<file path="src/rtl/add_rc_pkg.sv">
// ---------------------------------------------------------------------------
// add_rc_pkg
//   Shared constants and types for the serial add-round-constant sequencer.
//   LANES/DEPTH set the inner/outer counter moduli, ROUNDS the number of
//   legal round indices, RW the round index width. LANE_W/SLICE_W are the
//   widths of the lane and slice address buses.
// ---------------------------------------------------------------------------
package add_rc_pkg;

  localparam int LANES   = 25;
  localparam int DEPTH   = 64;
  localparam int ROUNDS  = 24;
  localparam int RW      = 5;
  localparam int LANE_W  = $clog2(LANES);  // 5
  localparam int SLICE_W = $clog2(DEPTH);  // 6

  typedef enum logic [1:0] {
    ST_IDLE = 2'd0,
    ST_RUN  = 2'd1,
    ST_DONE = 2'd2
  } state_t;

  // A round index is usable only if the RC ROM has an entry for it.
  function automatic logic round_valid(input logic [RW-1:0] r);
    return r < RW'(ROUNDS);
  endfunction

endpackage

</file>
<file path="src/rtl/add_rc_mod_counter.sv">
// ---------------------------------------------------------------------------
// add_rc_mod_counter
//   Modulo-N up counter with synchronous clear and a terminal-count flag.
//   The modulus comes from N, not from the natural width W, so a 5-bit
//   counter with N=25 wraps 24 -> 0.
//
//   clk    in   clock, rising edge
//   rst    in   asynchronous active-low reset (count -> 0)
//   clr    in   synchronous clear, has priority over inc
//   inc    in   advance by one (wrapping at N-1)
//   count  out  current value, 0..N-1
//   co     out  count == N-1 (ungated terminal count)
// ---------------------------------------------------------------------------
module add_rc_mod_counter #(
  parameter int N = 25,
  parameter int W = $clog2(N)
) (
  input  logic         clk,
  input  logic         rst,
  input  logic         clr,
  input  logic         inc,
  output logic [W-1:0] count,
  output logic         co
);

  localparam logic [W-1:0] LAST = W'(N - 1);

  assign co = (count == LAST);

  // NOTE: state registers use non-blocking (<=) so every flop samples the
  // pre-edge value of its inputs regardless of block evaluation order.
  always_ff @(posedge clk or negedge rst) begin
    if (!rst) begin
      count <= '0;
    end else if (clr) begin
      count <= '0;
    end else if (inc) begin
      count <= co ? '0 : count + W'(1);
    end
  end

endmodule

</file>
<file path="src/rtl/add_rc_controller.sv">
// ---------------------------------------------------------------------------
// add_rc_controller
//   Sequencer for the serial addRc stage. A start pulse with a legal round
//   index walks the 25-lane x 64-slice state one bit per accepted transfer,
//   lane inner and slice outer. An illegal round index is rejected with a
//   one-cycle err pulse. After the final bit the controller spends one cycle
//   in DONE (done pulse) before returning to IDLE.
//
//   clk       in   clock, rising edge
//   rst       in   asynchronous active-low reset
//   start     in   request to process one round (honoured only in IDLE)
//   round_in  in   round index sampled with start
//   ready     in   downstream accepts a bit this cycle
//   en        out  bit transfer this cycle (RUN & ready)
//   lane      out  current lane index 0..LANES-1
//   slice     out  current slice index 0..DEPTH-1
//   co_c25    out  last lane of a slice, RUN only
//   co_c64    out  last slice, RUN only
//   apply_rc  out  lane 0 of a slice, RUN only: bit receives the RC XOR
//   round     out  latched round index for the RC ROM
//   busy      out  RUN or DONE
//   done      out  one-cycle pulse after the final bit
//   err       out  one-cycle pulse after a rejected start
// ---------------------------------------------------------------------------
module add_rc_controller
  import add_rc_pkg::*;
(
  input  logic               clk,
  input  logic               rst,
  input  logic               start,
  input  logic [RW-1:0]      round_in,
  input  logic               ready,
  output logic               en,
  output logic [LANE_W-1:0]  lane,
  output logic [SLICE_W-1:0] slice,
  output logic               co_c25,
  output logic               co_c64,
  output logic               apply_rc,
  output logic [RW-1:0]      round,
  output logic               busy,
  output logic               done,
  output logic               err
);

  state_t state;
  logic   accept;
  logic   reject;
  logic   lane_co;
  logic   slice_co;
  logic   last_bit;

  // Start is only looked at in IDLE; in RUN and DONE it is silently dropped.
  assign accept = (state == ST_IDLE) && start &&  round_valid(round_in);
  assign reject = (state == ST_IDLE) && start && !round_valid(round_in);

  // Lane advances on every transfer; slice advances when lane wraps.
  // Clearing on accept makes each run start at (0,0) even if a previous
  // run was cut short by reset.
  add_rc_mod_counter #(.N(LANES), .W(LANE_W)) u_lane_cnt (
    .clk   (clk),
    .rst   (rst),
    .clr   (accept),
    .inc   (en),
    .count (lane),
    .co    (lane_co)
  );

  add_rc_mod_counter #(.N(DEPTH), .W(SLICE_W)) u_slice_cnt (
    .clk   (clk),
    .rst   (rst),
    .clr   (accept),
    .inc   (en & lane_co),
    .count (slice),
    .co    (slice_co)
  );

  // Output decode. en follows ready combinationally so a stalled downstream
  // never loses a bit; the carry/apply flags depend only on state and the
  // counters so they stay stable through a stall.
  // NOTE: every signal assigned in always_comb gets a default first, so no
  // path can leave it unassigned and infer a latch.
  always_comb begin
    en       = 1'b0;
    co_c25   = 1'b0;
    co_c64   = 1'b0;
    apply_rc = 1'b0;
    if (state == ST_RUN) begin
      en       = ready;
      co_c25   = lane_co;
      co_c64   = slice_co;
      apply_rc = (lane == '0);
    end
  end

  assign busy     = (state != ST_IDLE);
  assign done     = (state == ST_DONE);
  assign last_bit = en & lane_co & slice_co;

  // Control FSM: state, latched round index and the registered err pulse.
  always_ff @(posedge clk or negedge rst) begin
    if (!rst) begin
      state <= ST_IDLE;
      round <= '0;
      err   <= 1'b0;
    end else begin
      err <= reject;
      unique case (state)
        ST_IDLE: begin
          if (accept) begin
            state <= ST_RUN;
            round <= round_in;
          end
        end
        ST_RUN: begin
          // Both counters wrap to 0 on this same edge.
          if (last_bit) begin
            state <= ST_DONE;
          end
        end
        ST_DONE: begin
          state <= ST_IDLE;
        end
        default: begin
          state <= ST_IDLE;
        end
      endcase
    end
  end

endmodule

</file>
<file path="config.mk">
export PLATFORM = sky130hd
export DESIGN_NAME = add_rc_controller
export DESIGN_NICKNAME = d
export VERILOG_FILES = /design/src/rtl/add_rc_pkg.sv /design/src/rtl/add_rc_mod_counter.sv /design/src/rtl/add_rc_controller.sv
export SDC_FILE = /design/constraint.sdc
export NUM_CORES = 1
export LEC_CHECK = 0
export CORE_AREA = 2 2 49 51
export DETAILED_ROUTE_END_ITERATION = 6
export DIE_AREA = 0 0 51 53
export PLACE_DENSITY = 0.78
export REMOVE_ABC_BUFFERS = 1
export SLEW_MARGIN = 40
export SYNTH_ARGS = -nofsm -noshare
export SYNTH_HDL_FRONTEND = slang
export SYNTH_SLANG_ARGS = --single-unit
export TNS_END_PERCENT = 1
</file>
<file path="constraint.sdc">
create_clock -name clk -period 4.1 [get_ports clk]
set_input_delay 0.41 -clock clk [delete_from_list [all_inputs] [get_ports clk]]
set_output_delay 0.41 -clock clk [all_outputs]
set_load 0.005 [all_outputs]
</file>
==> key figures, run 1 <==
Run status
  • Status: complete, no violations

Timing
  • Hold slack: 0.0381 ns
  • Final Hold Fails: 0
  • Setup_tns: 0 ns
  • Final setup fails: 0
  • Relative slew slack: roughly half
  • Slew Viols, Final: 0
  • Min cycle time layout: ~2.4 ns
  • Fmax achieved: about 0.41 GHz
  • Setup Skew: roughly 0.0052 ns
  • Slew @ Worst Pin: 0.760 ns
  • Fin crit share: between 50% and 60%
  • RSZ-0062 raised after global routing: no

Global routing
  • Pin count of the biggest net entering global routing: 20
  • Tot GR Track Use: between 10% and 20%
  • First-pass GRT wire length: between 3000 and 4000 um
  • Initial antenna violation count: 0
  • GRT overflow: 0
  • Vias in the first global route: roughly 730

Clocking
  • CTS Buf Count: 3
  • Post-CTS Resized: 0
  • Skew-Pair Late Insertion Delay: roughly 0.29 ns
  • CTS root buf: clkbuf_4
  • Hold_buf cts: 0
  • CTS clock-pin slew for the worst setup and hold paths: ~0.1 ns
  • CTS tree: yes
  • Bufs on Longest Clock Path: 2
  • CTS Sinks: 19
  • Postcts setup bufs: 0
  • H-tree lvl count: 1

Die
  • IO Count: 32
  • # rows: 17
  • DIE HEIGHT: around 53 um
  • Core area: between 2000 and 2500 sq um
  • Initial Utilization: between 40 and 50%
  • Chip width: about 51 um
  • Die area: ~2700 sq um

Drt
  • Avg Vias per Cell: 5.21
  • Routed WL: roughly 2000 um
  • Initial drt markers: 12
  • First drt pass iteration count: 4
  • Via count: around 830
  • Post-DR wirelength/cell: 12.6 um
  • DRC viols: 0
  • Final ANT Viol Nets: 0

Synth
  • Synth top area share: between 40% and 50%
  • Yosys warns: 0
  • Yosys reg bits: 19
  • Top area cells in the synthesized netlist: dfrtp_1, nor2_1, nand2_1, ha_1, mux2_2
  • Number of synthesized flops with an enable pin: 0
  • Main synth FF type: dfrtp_1
  • Async set-or-reset flop fraction in the synthesized netlist: 100%
  • Register area share after synthesis: 48.9%
  • Syn Inst Count: 99
  • Synth area leader: dfrtp_1
  • Average size of a mapped cell: slightly below 10 sq um
  • Post-synth cell types: 29
  • Cell Area, Synth: about 970 sq um

Power and ir drop
  • Sw frac: a little under a third
  • Gate power share: 34.9%
  • Switching power total: about 180 uW
  • Clock share of power: roughly 17%
  • Maximum VDD drop: around 330 uV
  • Flop pwr share: 48.5%
  • Internal power: about 370 uW
  • Pwr dens: roughly 420 nW/um^2
  • Leak: 0.000575 uW

Critical path
  • Crit Path Class: flop to primary output
  • Setup crit start kind: flop
  • Critical path fanouts, max: 8
  • Critical Path End Type: primary output
  • Worst EP required: 3.69 ns
  • Worst Path Arrival: 2.02 ns

Cells and area
  • Commonest non-fill, non-tap cell in the layout: clkdlybuf4s50_1
  • Most frequent cells in the layout: clkdlybuf4s50_1, dfrtp_1, nor2_1
  • Diodes inserted: 0
  • Share of cells above drive strength 1: under 10%
  • # nets final: 144
  • Layout area overhead: 34.9%
  • Fillers: 180

Placed design
  • Buffers on Ports: 31
  • Gpl congestion: roughly 0.83
  • Final HPWL DP: 1470 um

Flow run
  • Number of max-cap violations: 0

Hold path
  • Hold Crit Class: input port to async pin
[cells in the mapped netlist (3+ instances only)]
cell / count
nor2b_1: 4
inv_1: 3
dfrtp_1: 19
nand3b_1: 3
mux2_2: 3
nor2_1: 15
nand3_1: 6
a21oi_1: 6
nand2_1: 12
ha_1: 3
[path summary, 6_finish.rpt]
path / start / endpoint / slack (ns) / depth (start not counted)
worst min register to register: round[3] / round[3] / 0.50 / 1
min in group clk: round[3] / round[3] / 0.50 / 1
worst max-delay path: u_lane_cnt.count[0] / co_c25 / 1.67 / 5
max in group asynchronous: rst / err / 3.76 / 1
worst min-delay path: rst / u_lane_cnt.count[2] / 0.04 / 1
worst max register to register: state[1] / round[1] / 2.27 / 4
[cells by family after synthesis]
| group | after synthesis | synth area share [%] |
|---|---|---|
| mux | 3 | 3.47 |
| flops | 19 | 48.9 |
| buf+inv | 7 | 4.37 |
| fa+ha+maj | 3 | 3.86 |
| compound gates | 17 | 13.4 |
| xor+xnor | 2 | 1.80 |
| simple gates | 48 | 24.2 |
[sequential cells by signal, indices dropped and copies added, names as in the netlist]
signal and flops:
round 5, u_lane_cnt.count 5, err 1, u_slice_cnt.count 6
state 2
[per-layer routing]
metal  GRT usage (%)  routed length (um)
met5               0                   0
met4            9.91                  27
met3            1.98                  64
met2            26.2                1020
met1            21.3                 879
[worst max-delay path, stage by stage (launching register included)]
cell,delay [ns]
dfrtp_1,0.42
inv_1,0.11
ha_1,0.19
and4b_1,0.36
nor2b_1,0.16
clkdlybuf4s50_1,0.50
[cell type report]
cell class | count | area [sq um] | area share (%)
flip-flops and latches | 19 | 475 | 36.3
clock buffers | 4 | 26.3 | 2.00
multi-input cells | 73 | 454 | 34.6
repair buffers | 31 | 305 | 23.3
well taps | 28 | 35.0 | 2.67
inverters | 4 | 15.0 | 1.15
[power groups by stage]
stage                     Clock [uW]  Combinational [uW]  Sequential [uW]
after floorplan                    0                92.8              265
after global placement             0                 190              268
after detailed placement           0                 193              271
after CTS                       94.0                 194              267
after global routing             104                 213              274
final                           91.2                 192              266
[stage by stage]
stage	cells	power [uW]	setup slack, ns	util [%]	instance area [sq um]
6_report	159	549	1.67	61.0	1310
5_1_grt	159	592	1.52	61.0	1310
4_1_cts	159	555	1.66	61.0	1310
3_5_place_dp	155	464	1.93	59.8	1280
3_3_place_gp	155	457	1.95	60.0	1290
2_1_floorplan	96	357	2.49	-	945
(Power assumes the default switching activity.)
==> run 2, diff against run 1 <==
Settings changed: CORE_AREA 2 2 49 51 to 2 2 53 55, DIE_AREA 0 0 51 53 to 0 0 55 57, PLACE_DENSITY 0.78 to 0.7.
Clock period 4.1 ns to 2.1 ns, I/O delays scaled along.
==> key figures, run 2 (synthesis gave the netlist of run 1 again) <==
Global routing
  • GRT overflow: 0
  • Pin count of the biggest net entering global routing: 20
  • Tot GR Track Use: between 10% and 20%
  • First-pass GRT wire length: 3590 um
  • Initial antenna violation count: 0
  • Vias in the first global route: approximately 850

Clocking
  • Bufs on Longest Clock Path: 2
  • CTS Buf Count: 3
  • H-tree lvl count: 1
  • Skew-Pair Late Insertion Delay: approximately 0.29 ns
  • Hold_buf cts: 0
  • CTS Sinks: 19
  • CTS root buf: clkbuf_4
  • CTS clock-pin slew for the worst setup and hold paths: ~0.11 ns
  • CTS tree: yes

Drt
  • Post-DR wirelength/cell: 13.4 um
  • Avg Vias per Cell: about 5.1
  • Met3 Wirelength: 79 um
  • Met1 wire length: a little under 1000 um
  • DRC viols: 0
  • First drt pass iteration count: 4
  • Via count: slightly below 900
  • Final ANT Viol Nets: 0
  • Max layer used: met4
  • Met2 Wirelength: roughly 1200 um
  • Routed WL: 2280 um
  • Initial drt markers: 9

Cells and area
  • Design area: around 1400 sq um
  • Max FFs per register: 6
  • Share of cells above drive strength 1: 15.8%
  • Layout area overhead: 42.6%
  • # nets final: between 150 and 200
  • Commonest non-fill, non-tap cell in the layout: clkdlybuf4s50_1
  • Largest registers: u_slice_cnt.count: 6 flops, round: 5 flops, u_lane_cnt.count: 5 flops
  • Most flops, register: u_slice_cnt.count
  • Diodes inserted: 0
  • Most frequent cells in the layout: clkdlybuf4s50_1, dfrtp_1, nor2_1
  • Fillers: 255

Critical path
  • Reg2reg path depth: 7
  • R2R setup slack: roughly 0.4 ns
  • Critical Path End Type: primary output
  • Worst path slowest cell: clkdlybuf4s50_1
  • Critical path fanouts, max: 3
  • Reg-to-reg startpoint: u_lane_cnt.count[0]
  • Launch point of the worst path: u_lane_cnt.count[0]
  • Crit Path Class: flop to primary output
  • Setup crit start kind: flop
  • Worst Path Arrival: ~1.7 ns
  • Worst EP required: around 1.9 ns
  • Cell Chain, Critical Path: inv_2 -> ha_2 -> nand2b_1 -> nor4_1 -> clkdlybuf4s50_1
  • CP max stage delay: approximately 0.54 ns
  • Worst flop-to-flop path endpoint: u_slice_cnt.count[5]

Timing
  • Final worst slack: 0.158 ns
  • Min cycle time layout: just under 2 ns
  • Final setup fails: 0
  • Setup_tns: 0 ns
  • Slew Viols, Final: 0
  • Slew @ Worst Pin: approximately 0.25 ns
  • Fmax achieved: about 0.52 GHz
  • Final Hold Fails: 0
  • RSZ-0062 raised after global routing: no
  • Fin crit share: between 90% and 100%
  • Setup Skew: between 0.001 and 0.0015 ns
  • Relative slew slack: 83.2%

Power and ir drop
  • Pwr dens: about 830 nW/um^2
  • Leak: 0.000629 uW
  • Tot Pwr: between 1000 and 1500 uW
  • Maximum VDD drop: ~550 uV

Die
  • Initial Utilization: between 30% and 40%
  • Chip width: approximately 55 um
  • Core area: 2620 sq um
  • DIE HEIGHT: 57 um
  • IO Count: 32
  • Die area: 3140 sq um
  • # rows: 19

Placed design
  • Placed instance area: roughly 1300 sq um
  • Dpl ws: around 0.33 ns
  • Final HPWL DP: 1650 um
  • Buffers on Ports: 31
  • Gpl congestion: 0.838

Flow run
  • Number of max-cap violations: 0

Hold path
  • Hold Crit Class: input port to async pin

Run status
  • Status: complete, no violations
==> run 2: how the worst max path moves through the flow <==
stage                     depth (start not counted)  slack [ns]              endpoint
final                                             5        0.16              apply_rc
after global routing                              5        0.02                co_c64
after CTS                                         5        0.02                co_c25
after detailed placement                          4        0.33                    en
after global placement                            4        0.35                    en
after floorplan                                   6        0.49  u_slice_cnt.count[5]
==> run 2: area by class of cell <==
type / instances / area, sq um / share of cell area [%]
Clock buffer: 4 / 26.3 / 1.90
Multi-Input combinational cell: 73 / 457 / 32.9
Inverter: 4 / 15.0 / 1.08
Tap cell: 31 / 38.8 / 2.80
Sequential cell: 19 / 477 / 34.4
Timing Repair Buffer: 39 / 373 / 26.9
==> run 2: worst max-delay path: cells and delay by family (launching register included) <==
kind / cells / cell delay [ns]
adder cells (fa/ha/maj): 1 / 0.19
AND/OR/NAND/NOR: 2 / 0.23
flip-flops: 1 / 0.40
buffers and inverters: 2 / 0.62
==> run 2: layer usage <==
| metal | up-vias | global-route usage, % |
|---|---|---|
| li1 | 425 | - |
| met1 | 429 | 20.2 |
| met2 | 15 | 25.9 |
| met3 | 4 | 2.36 |
| met4 | 0 | 6.27 |
| met5 | - | 0 |
==> run 2: power by group <==
| group | internal (uW) | leakage [uW] | switching [uW] |
|---|---|---|---|
| registers | 431 | 0.000244 | 71.9 |
| clock network | 74.0 | 0.0000150 | 112 |
| logic | 277 | 0.000370 | 188 |
| total | 782 | 0.000629 | 372 |
==> run 2: per-stage QoR <==
stage          utilization [%]  std cells  hold WS [ns]
2_1_floorplan                -         96       -0.0856
3_3_place_gp              50.6        162         0.477
3_5_place_dp              50.6        162         0.500
4_1_cts                   51.9        167         0.224
5_1_grt                   53.0        170         0.250
6_report                  53.0        170         0.235
==> run 2: timing repair <==
action | CTS | global route
gates resized for setup | 0 | 4
setup endpoints to repair | 1 | 2
setup buffers | 1 | 3
==> run 3, diff against run 2 <==
Settings changed: CORE_AREA 2 2 53 55 to 2 2 49 51, DIE_AREA 0 0 55 57 to 0 0 51 53, PLACE_DENSITY 0.7 to 0.78.
Clock period 2.1 ns to 2.3 ns, I/O delays scaled along.
==> key figures, run 3 (synthesis gave the netlist of run 1 again) <==
Run status
  • Status: complete, no violations

Global routing
  • Vias in the first global route: between 700 and 800
  • First-pass GRT wire length: between 3000 and 4000 um
  • Tot GR Track Use: about 17%
  • Pin count of the biggest net entering global routing: 20
  • GRT overflow: 0
  • Initial antenna violation count: 0

Cells and area
  • Commonest non-fill, non-tap cell in the layout: clkdlybuf4s50_1
  • Share of cells above drive strength 1: 12.7%
  • Most flops, register: u_slice_cnt.count
  • Design area: ~1300 sq um
  • Diodes inserted: 0
  • # nets final: roughly 150
  • Largest registers: u_slice_cnt.count: 6 flops, round: 5 flops, u_lane_cnt.count: 5 flops
  • Most frequent cells in the layout: clkdlybuf4s50_1, dfrtp_1, nor2_1
  • Max FFs per register: 6
  • Layout area overhead: 38.5%

Timing
  • Fmax achieved: between 0.4 and 0.5 GHz
  • Final setup fails: 0
  • Setup Skew: roughly 0.0064 ns
  • Fin crit share: 92.4%
  • Relative slew slack: approximately 84%
  • Final worst slack: about 0.17 ns
  • Setup_tns: 0 ns
  • RSZ-0062 raised after global routing: no
  • Final Hold Fails: 0
  • Slew @ Worst Pin: between 0.2 and 0.25 ns
  • Min cycle time layout: 2.13 ns
  • Slew Viols, Final: 0

Drt
  • Final ANT Viol Nets: 0
  • First drt pass iteration count: 4
  • Avg Vias per Cell: between 5 and 6
  • Via count: between 800 and 900
  • Post-DR wirelength/cell: 12.7 um
  • DRC viols: 0
  • Initial drt markers: 18
  • Routed WL: a little over 2000 um

Critical path
  • Critical path fanouts, max: 4
  • R2R setup slack: ~0.52 ns
  • Setup crit start kind: flop
  • Crit Path Class: flop to primary output
  • Worst flop-to-flop path endpoint: u_slice_cnt.count[5]
  • Worst Path Arrival: 1.90 ns
  • Reg2reg path depth: 7
  • Reg-to-reg startpoint: u_lane_cnt.count[0]
  • Critical Path End Type: primary output
  • Worst EP required: approximately 2.1 ns

Flow run
  • Number of max-cap violations: 0

Placed design
  • Placed instance area: roughly 1300 sq um
  • Dpl ws: between 0.3 and 0.4 ns
  • Gpl congestion: 0.846
  • Buffers on Ports: 31
  • Final HPWL DP: 1530 um

Die
  • Initial Utilization: 45.3%
  • DIE HEIGHT: about 53 um
  • Core area: around 2100 sq um
  • Chip width: ~50 um
  • Die area: 2700 sq um
  • # rows: 17
  • IO Count: 32

Clocking
  • CTS Sinks: 19
  • Skew-Pair Late Insertion Delay: 0.29 ns
  • CTS root buf: clkbuf_4
  • CTS tree: yes
  • CTS Buf Count: 3
  • H-tree lvl count: 1
  • CTS clock-pin slew for the worst setup and hold paths: 0.11 ns
  • Bufs on Longest Clock Path: 2
  • Hold_buf cts: 0

Power and ir drop
  • Maximum VDD drop: ~650 uV
  • Leak: slightly below 0.0006 uW
  • Pwr dens: roughly 740 nW/um^2
  • Tot Pwr: roughly 1000 uW

Hold path
  • Hold Crit Class: input port to async pin
[run 3: worst max path at each step]
stage / from / end / slack, ns
after detailed placement: u_lane_cnt.count[0] / co_c25 / 0.36
after global routing: u_lane_cnt.count[0] / co_c25 / 0.03
after CTS: u_lane_cnt.count[0] / co_c25 / 0.03
after global placement: u_lane_cnt.count[0] / co_c25 / 0.40
after floorplan: u_lane_cnt.count[0] / u_slice_cnt.count[5] / 0.69
final: u_lane_cnt.count[0] / co_c25 / 0.17
[run 3: what timing repair did]
item | CTS | global route
gates resized for setup | 0 | 2
setup endpoints to repair | 0 | 2
setup buffers | 0 | 1
[run 3: cell type report]
cell class | count | area, sq um
repair buffers | 34 | 333
fillers | 180 | 802
clock inverters | 1 | 5.00
multi-input cells | 73 | 460
well taps | 28 | 35.0
inverters | 4 | 15.0
flip-flops and latches | 19 | 475
clock buffers | 3 | 22.5
[run 3: critical path, stage by stage, from the launching register on]
cell and delay [ns]:
dfrtp_1 0.42, inv_1 0.10, ha_1 0.19, and4b_2 0.26, nor2b_1 0.13, clkdlybuf4s50_1 0.50
[run 3: power breakdown]
group          leakage, uW  switching (uW)  total [uW]  internal [uW]
Combinational     0.000330             143         358            216
Clock            0.0000177             102         167           64.6
Sequential        0.000245            82.6         474            392
[run 3: through the flow]
stage               utilization, %  hold WS (ns)  instances
global placement              60.7         0.478        157
floorplan                        -       -0.0656         96
finish                        62.7         0.259        162
detailed placement            60.7         0.490        157
CTS                           62.0         0.268        161
global route                  62.7         0.267        162
[run 3: per-layer routing]
metal / vias up / track usage, % / routed length (um)
met5: - / 0 / 0
met2: 28 / 27.5 / 1020
li1: 415 / - / -
met1: 410 / 21.5 / 934
met4: 0 / 6.76 / 19
met3: 2 / 2.82 / 86
